**config.mk**
```make
export PLATFORM = sky130hd
export DESIGN_NAME = alu_sequencer
export DESIGN_NICKNAME = d
export VERILOG_FILES = /design/src/rtl/alu_pkg.sv /design/src/rtl/alu_sequencer.sv
export SDC_FILE = /design/constraint.sdc
export NUM_CORES = 1
export LEC_CHECK = 0
export CORE_ASPECT_RATIO = 1.4
export CORE_UTILIZATION = 23
export CTS_CLUSTER_DIAMETER = 150
export DETAILED_ROUTE_END_ITERATION = 7
export PLACE_DENSITY = 0.43
export SLEW_MARGIN = 10
export SYNTH_ARGS = -nofsm -noshare
export SYNTH_HDL_FRONTEND = slang
export SYNTH_SLANG_ARGS = --single-unit
```
**constraint.sdc**
```tcl
create_clock -name clk -period 3.4 [get_ports clk]
set_clock_uncertainty 0.05 [all_clocks]
set_input_delay 0.51 -clock clk [delete_from_list [all_inputs] [get_ports clk]]
set_output_delay 0.51 -clock clk [all_outputs]
set_load 0.02 [all_outputs]
```
**src/rtl/alu_pkg.sv**
```systemverilog
// rtl/alu_pkg.sv - shared opcodes, state encoding and ON/OFF constants for the ALU sequencer
package alu_pkg;

    localparam logic ON  = 1'b1;
    localparam logic OFF = 1'b0;

    localparam logic [1:0] ADD  = 2'b00;
    localparam logic [1:0] SUB  = 2'b01;
    localparam logic [1:0] PAR  = 2'b10;
    localparam logic [1:0] COMP = 2'b11;

    typedef enum logic [2:0] {
        IDLE   = 3'd0,
        LOAD_A = 3'd1,
        LOAD_B = 3'd2,
        EXEC   = 3'd3,
        RESP   = 3'd4
    } state_t;

endpackage

```
**src/rtl/alu_sequencer.sv**
```systemverilog
// rtl/alu_sequencer.sv - sequences the ALU datapath load/start/done protocol for one client
module alu_sequencer
    import alu_pkg::*;
#(
    parameter int DATA_WIDTH     = 8,
    parameter int TIMEOUT_CYCLES = 16,
    parameter int CNT_WIDTH      = 8
) (
    input  logic                  clk,
    input  logic                  reset_n,
    input  logic                  req_valid,
    output logic                  req_ready,
    input  logic [1:0]            req_opcode,
    input  logic [DATA_WIDTH-1:0] req_a,
    input  logic [DATA_WIDTH-1:0] req_b,
    output logic                  resp_valid,
    input  logic                  resp_ready,
    output logic [DATA_WIDTH-1:0] resp_result,
    output logic                  resp_overflow,
    output logic                  resp_timeout,
    output logic                  busy,
    output logic [DATA_WIDTH-1:0] alu_data,
    output logic [1:0]            opcode_value,
    output logic                  store_a,
    output logic                  store_b,
    output logic                  start,
    input  logic                  alu_done,
    input  logic [DATA_WIDTH-1:0] result,
    input  logic                  overflow
);

    localparam logic [CNT_WIDTH-1:0] LAST_CNT = CNT_WIDTH'(TIMEOUT_CYCLES - 1);

    state_t                  state_q, state_d;
    logic [CNT_WIDTH-1:0]    cnt_q, cnt_d;
    logic [1:0]              op_q, op_d;
    logic [DATA_WIDTH-1:0]   b_q, b_d;
    logic [DATA_WIDTH-1:0]   alu_data_q, alu_data_d;
    logic [1:0]              opcode_value_q, opcode_value_d;
    logic                    store_a_q, store_a_d;
    logic                    store_b_q, store_b_d;
    logic                    start_q, start_d;
    logic                    resp_valid_q, resp_valid_d;
    logic [DATA_WIDTH-1:0]   resp_result_q, resp_result_d;
    logic                    resp_overflow_q, resp_overflow_d;
    logic                    resp_timeout_q, resp_timeout_d;
    logic                    has_ovf;

    always_ff @(posedge clk or negedge reset_n) begin
        if (!reset_n) begin
            state_q         <= IDLE;
            cnt_q           <= '0;
            op_q            <= '0;
            b_q             <= '0;
            alu_data_q      <= '0;
            opcode_value_q  <= '0;
            store_a_q       <= OFF;
            store_b_q       <= OFF;
            start_q         <= OFF;
            resp_valid_q    <= OFF;
            resp_result_q   <= '0;
            resp_overflow_q <= OFF;
            resp_timeout_q  <= OFF;
        end else begin
            state_q         <= state_d;
            cnt_q           <= cnt_d;
            op_q            <= op_d;
            b_q             <= b_d;
            alu_data_q      <= alu_data_d;
            opcode_value_q  <= opcode_value_d;
            store_a_q       <= store_a_d;
            store_b_q       <= store_b_d;
            start_q         <= start_d;
            resp_valid_q    <= resp_valid_d;
            resp_result_q   <= resp_result_d;
            resp_overflow_q <= resp_overflow_d;
            resp_timeout_q  <= resp_timeout_d;
        end
    end

    // Only arithmetic ops produce a meaningful carry/borrow.
    assign has_ovf = (op_q == ADD) || (op_q == SUB);

    // Outputs are registered, so each branch programs the values for the state being entered.
    always_comb begin
        state_d         = state_q;
        cnt_d           = cnt_q;
        op_d            = op_q;
        b_d             = b_q;
        alu_data_d      = '0;
        opcode_value_d  = opcode_value_q;
        store_a_d       = OFF;
        store_b_d       = OFF;
        start_d         = OFF;
        resp_valid_d    = resp_valid_q;
        resp_result_d   = resp_result_q;
        resp_overflow_d = resp_overflow_q;
        resp_timeout_d  = resp_timeout_q;

        unique case (state_q)
            IDLE: begin
                if (req_valid) begin
                    op_d       = req_opcode;
                    b_d        = req_b;
                    alu_data_d = req_a;
                    store_a_d  = ON;
                    state_d    = LOAD_A;
                end
            end
            LOAD_A: begin
                alu_data_d = b_q;
                store_b_d  = ON;
                state_d    = LOAD_B;
            end
            LOAD_B: begin
                start_d        = ON;
                opcode_value_d = op_q;
                cnt_d          = '0;
                state_d        = EXEC;
            end
            EXEC: begin
                cnt_d = cnt_q + CNT_WIDTH'(1);
                if (alu_done) begin
                    resp_valid_d    = ON;
                    resp_result_d   = result;
                    resp_overflow_d = has_ovf ? overflow : OFF;
                    resp_timeout_d  = OFF;
                    state_d         = RESP;
                end else if (cnt_q == LAST_CNT) begin
                    resp_valid_d    = ON;
                    resp_result_d   = '0;
                    resp_overflow_d = OFF;
                    resp_timeout_d  = ON;
                    state_d         = RESP;
                end else begin
                    start_d = ON;
                end
            end
            RESP: begin
                if (resp_ready) begin
                    resp_valid_d    = OFF;
                    resp_result_d   = '0;
                    resp_overflow_d = OFF;
                    resp_timeout_d  = OFF;
                    opcode_value_d  = '0;
                    cnt_d           = '0;
                    state_d         = IDLE;
                end
            end
            default: state_d = IDLE;
        endcase
    end

    assign req_ready     = (state_q == IDLE);
    assign busy          = (state_q != IDLE);
    assign alu_data      = alu_data_q;
    assign opcode_value  = opcode_value_q;
    assign store_a       = store_a_q;
    assign store_b       = store_b_q;
    assign start         = start_q;
    assign resp_valid    = resp_valid_q;
    assign resp_result   = resp_result_q;
    assign resp_overflow = resp_overflow_q;
    assign resp_timeout  = resp_timeout_q;

endmodule

```
==> results.md <==
* HP Class: in2async
* Simple-Gate Fraction of Synth Area at 12.13%
* CTS tree: built
* Num rows at 40
* DRT antenna net count at 0
* H-tree levels at 2
* Post-synth ARST share at 100.0%
* Total GRT Usage at 11.86%
* R2r setup slk at 1230 ps
* Final TNS setup at 0 ps
* Post-Synth XOR/XNOR Area at 0%
* Fillers at 876
* Avg Inst Size Synth at 11.75 sq um
* Starting DRT DRC Count at 63
* Die height at 113.2 um
* Post-synth cell types at 43
* Sequential fraction of the synthesis area at 55.42%
* Clock slew at reported path FFs at 60 ps
* Post-synthesis register bit count at 45
* Setup violators final at 0
* Initial antenna violation count at 0
* WP data required at 2840 ps
* Vias in the first global route at 1613
* RSZ-0062 raised after global routing: no
* Post-Synth Adder-Cell Area at 0.6158%
* CTS sink count at 45
* Crit end category: primary output
* CTS Hold Bufs at 0
* Mapped Cells at 173
* Setup repair bufs after CTS at 0
* Nets at 260
* Overall Power at 2.386 mW
* Initial Utilization at 23.74%
* Placed insts at 325
* Clock Power Share at 20.0%
* FMAX at 397.3 MHz
* WS Path Type: reg2out
* Synthesized cell area at 0.002032 sq mm
* GPL Wtd Cong at 0.6726
* Cts repair resizes at 0
* Setup crit start: state_q[1]
* Largest family of logic cells by synthesized area: compound AO/OA/AOI/OAI gates
* Power Density at 850.9 mW/mm^2
* Reg2Reg Depth at 4
* Multi-input logic area at 774.5 sq um
* Status: finished, final reports clean
* Fin crit period at 2517 ps
* Post-Syn Nets at 206
* Synth Area in Compound Gates at 17.18%
* Leakage power at 1.167 nW
* Critical Path Start Type: register
* Predominant post-synthesis flop cell: dfrtp_1
* Number of remaining DRC errors at 0
* Peak supply drop at 0.3522 mV
* Die Width at 81.44 um
* Total grt overflow at 0
* Register Area at 0.001126 sq mm
* Later-pin clock latency in the skew report at 290 ps
* Combinational Power Share at 41.8%
* First-pass DRT Iterations at 4
* I/O Pins at 58
* Wire per inst at 14.85 um
* Number of synthesized flops with an enable pin at 0
* Pin count of the biggest net entering global routing at 46
* Global-route wire length before repair at 8204 um
* Ys Warns at 0
* Detail Placement HPWL at 3541 um
* Mux contribution to synthesized area at 8.190%
* DR vias at 1555
* Ant diodes at 0
* Sequential share of power at 38.2%
* Longest Clk Path Bufs at 2
* Ratio of cells with drive above 1 in the final layout at 11.40%
* Worst R2R Start: state_q[1]
* Post-Route WL at 4944 um
* Critical Path Fanout Max at 14
* Switching pwr at 0.8794 mW
* Arr. time, crit path at 1960 ps
* Internal power at 1.507 mW
* Fin. max-slew vios at 0
* Die ar. at 0.009220 sq mm
* Tcrit/Tclk final at 74.03%
* Root Driver: clkbuf_16
* Post-route insts no fill at 333
* Worst-margin pin slew at 1038 ps
* Net Sw Frac at 36.86%
* Port Buf Inserts at 57
* P&R area growth vs syn at 37.99%
* Slew margin rel. at 30.80%
* TritonCTS Buffers at 5
* Core ar. at 0.008558 sq mm
* Routed vias/inst at 4.670
* Hold Vio Cnt, Final at 0
* Max-capacitance violation count at 0
-- critical path, cell delays in order, from the launching register on --
cell	delay [ps]
dfrtp_1	540
or3_4	460
inv_2	60
clkdlybuf4s50_1	600
-- area by class of cell --
class / count / area share, %
flip-flops and latches: 45 / 40.16
multi-input cells: 102 / 27.62
repair buffers: 59 / 20.71
well taps: 105 / 4.685
clock buffers: 6 / 4.596
inverters: 14 / 1.874
clock inverters: 2 / 0.3570
-- synthesized netlist by cell type (2+ instances only) --
library cell / count / area [sq um]
nand2_1: 3 / 11.26
mux2_2: 9 / 101.4
a211oi_1: 3 / 22.52
nor2_1: 3 / 11.26
a21oi_1: 6 / 30.03
nand3_1: 11 / 55.05
a32oi_1: 9 / 78.83
nand3b_1: 5 / 37.54
o21ai_1: 3 / 15.01
mux2i_1: 5 / 50.05
dfrtp_1: 45 / 1126
a22o_1: 8 / 70.07
buf_2: 5 / 25.02
a21o_1: 2 / 15.01
inv_1: 13 / 48.80
clkbuf_1: 5 / 18.77
o22ai_1: 2 / 12.51
o21ai_0: 11 / 55.05
-- layer usage --
layer / global-route usage (%) / wire length, um / up-vias
met1: 13.76 / 2076 / 762
met2: 19.89 / 2526 / 42
li1: - / - / 745
met4: 4.643 / 85 / 0
met5: 0 / 0 / -
met3: 3.710 / 255 / 6
-- stage by stage --
step | utilization (%) | area [sq um] | hold WS, ps | setup WS [ps]
detailed placement | 31.14 | 2665 | 438.4 | 876.4
global route | 32.76 | 2804 | 457.1 | 813.9
global placement | 31.14 | 2665 | 429.7 | 886.0
CTS | 32.76 | 2804 | 414.0 | 874.4
finish | 32.76 | 2804 | 353.9 | 882.9
floorplan | - | 2032 | 164.4 | 1612
-- kinds of logic (layout without fill, tap and decap cells) --
group                    Yosys count  count (layout)
multiplexers                      15              15
flip-flops                        45              45
AO/OA/AOI/OAI                     50              50
adder cells (fa/ha/maj)            1               1
buffers and inverters             26              81
AND/OR/NAND/NOR                   36              36
-- sequential cells by signal (all words and copies together) (netlist names) --
name / cells
alu_data: 8
b_q: 8
cnt_q: 8
resp_result: 8
state_q: 3
op_q: 2
opcode_value: 2
resp_overflow: 1
resp_timeout: 1
resp_valid: 1
start: 1
store_a: 1
store_b: 1
-- power by group through the flow --
stage | combinational (mW) | sequential, mW | clock [mW]
detailed placement | 1.02 | 0.925 | 0
floorplan | 0.544 | 0.995 | 0
global route | 1.09 | 0.945 | 0.509
CTS | 1.02 | 0.917 | 0.490
global placement | 1.01 | 0.923 | 0
finish | 0.998 | 0.912 | 0.477
-- cell usage in the layout, fill, tap and decap left out, types with 2 or more instances in the layout --
cell type / instances
a21o_1: 2
nor2_1: 3
clkinv_2: 2
mux2i_1: 5
clkdlybuf4s50_1: 56
dfrtp_1: 45
mux2_2: 9
nand2_1: 3
nand3_1: 11
o21ai_0: 11
inv_1: 13
a21oi_1: 6
buf_4: 2
o22ai_1: 2
nand3b_1: 5
a211oi_1: 3
a22o_1: 8
a32oi_1: 9
o21ai_1: 3
clkbuf_16: 5
-- path summary, 6_finish.rpt --
check                                  endpoint
max in group asynchronous       opcode_value[1]
worst max register to register   resp_result[6]
worst min register to register      alu_data[1]
worst max-delay path                  req_ready
min in group clk                    alu_data[1]
worst min-delay path                     b_q[7]
Power figures use the tool's default switching activity.
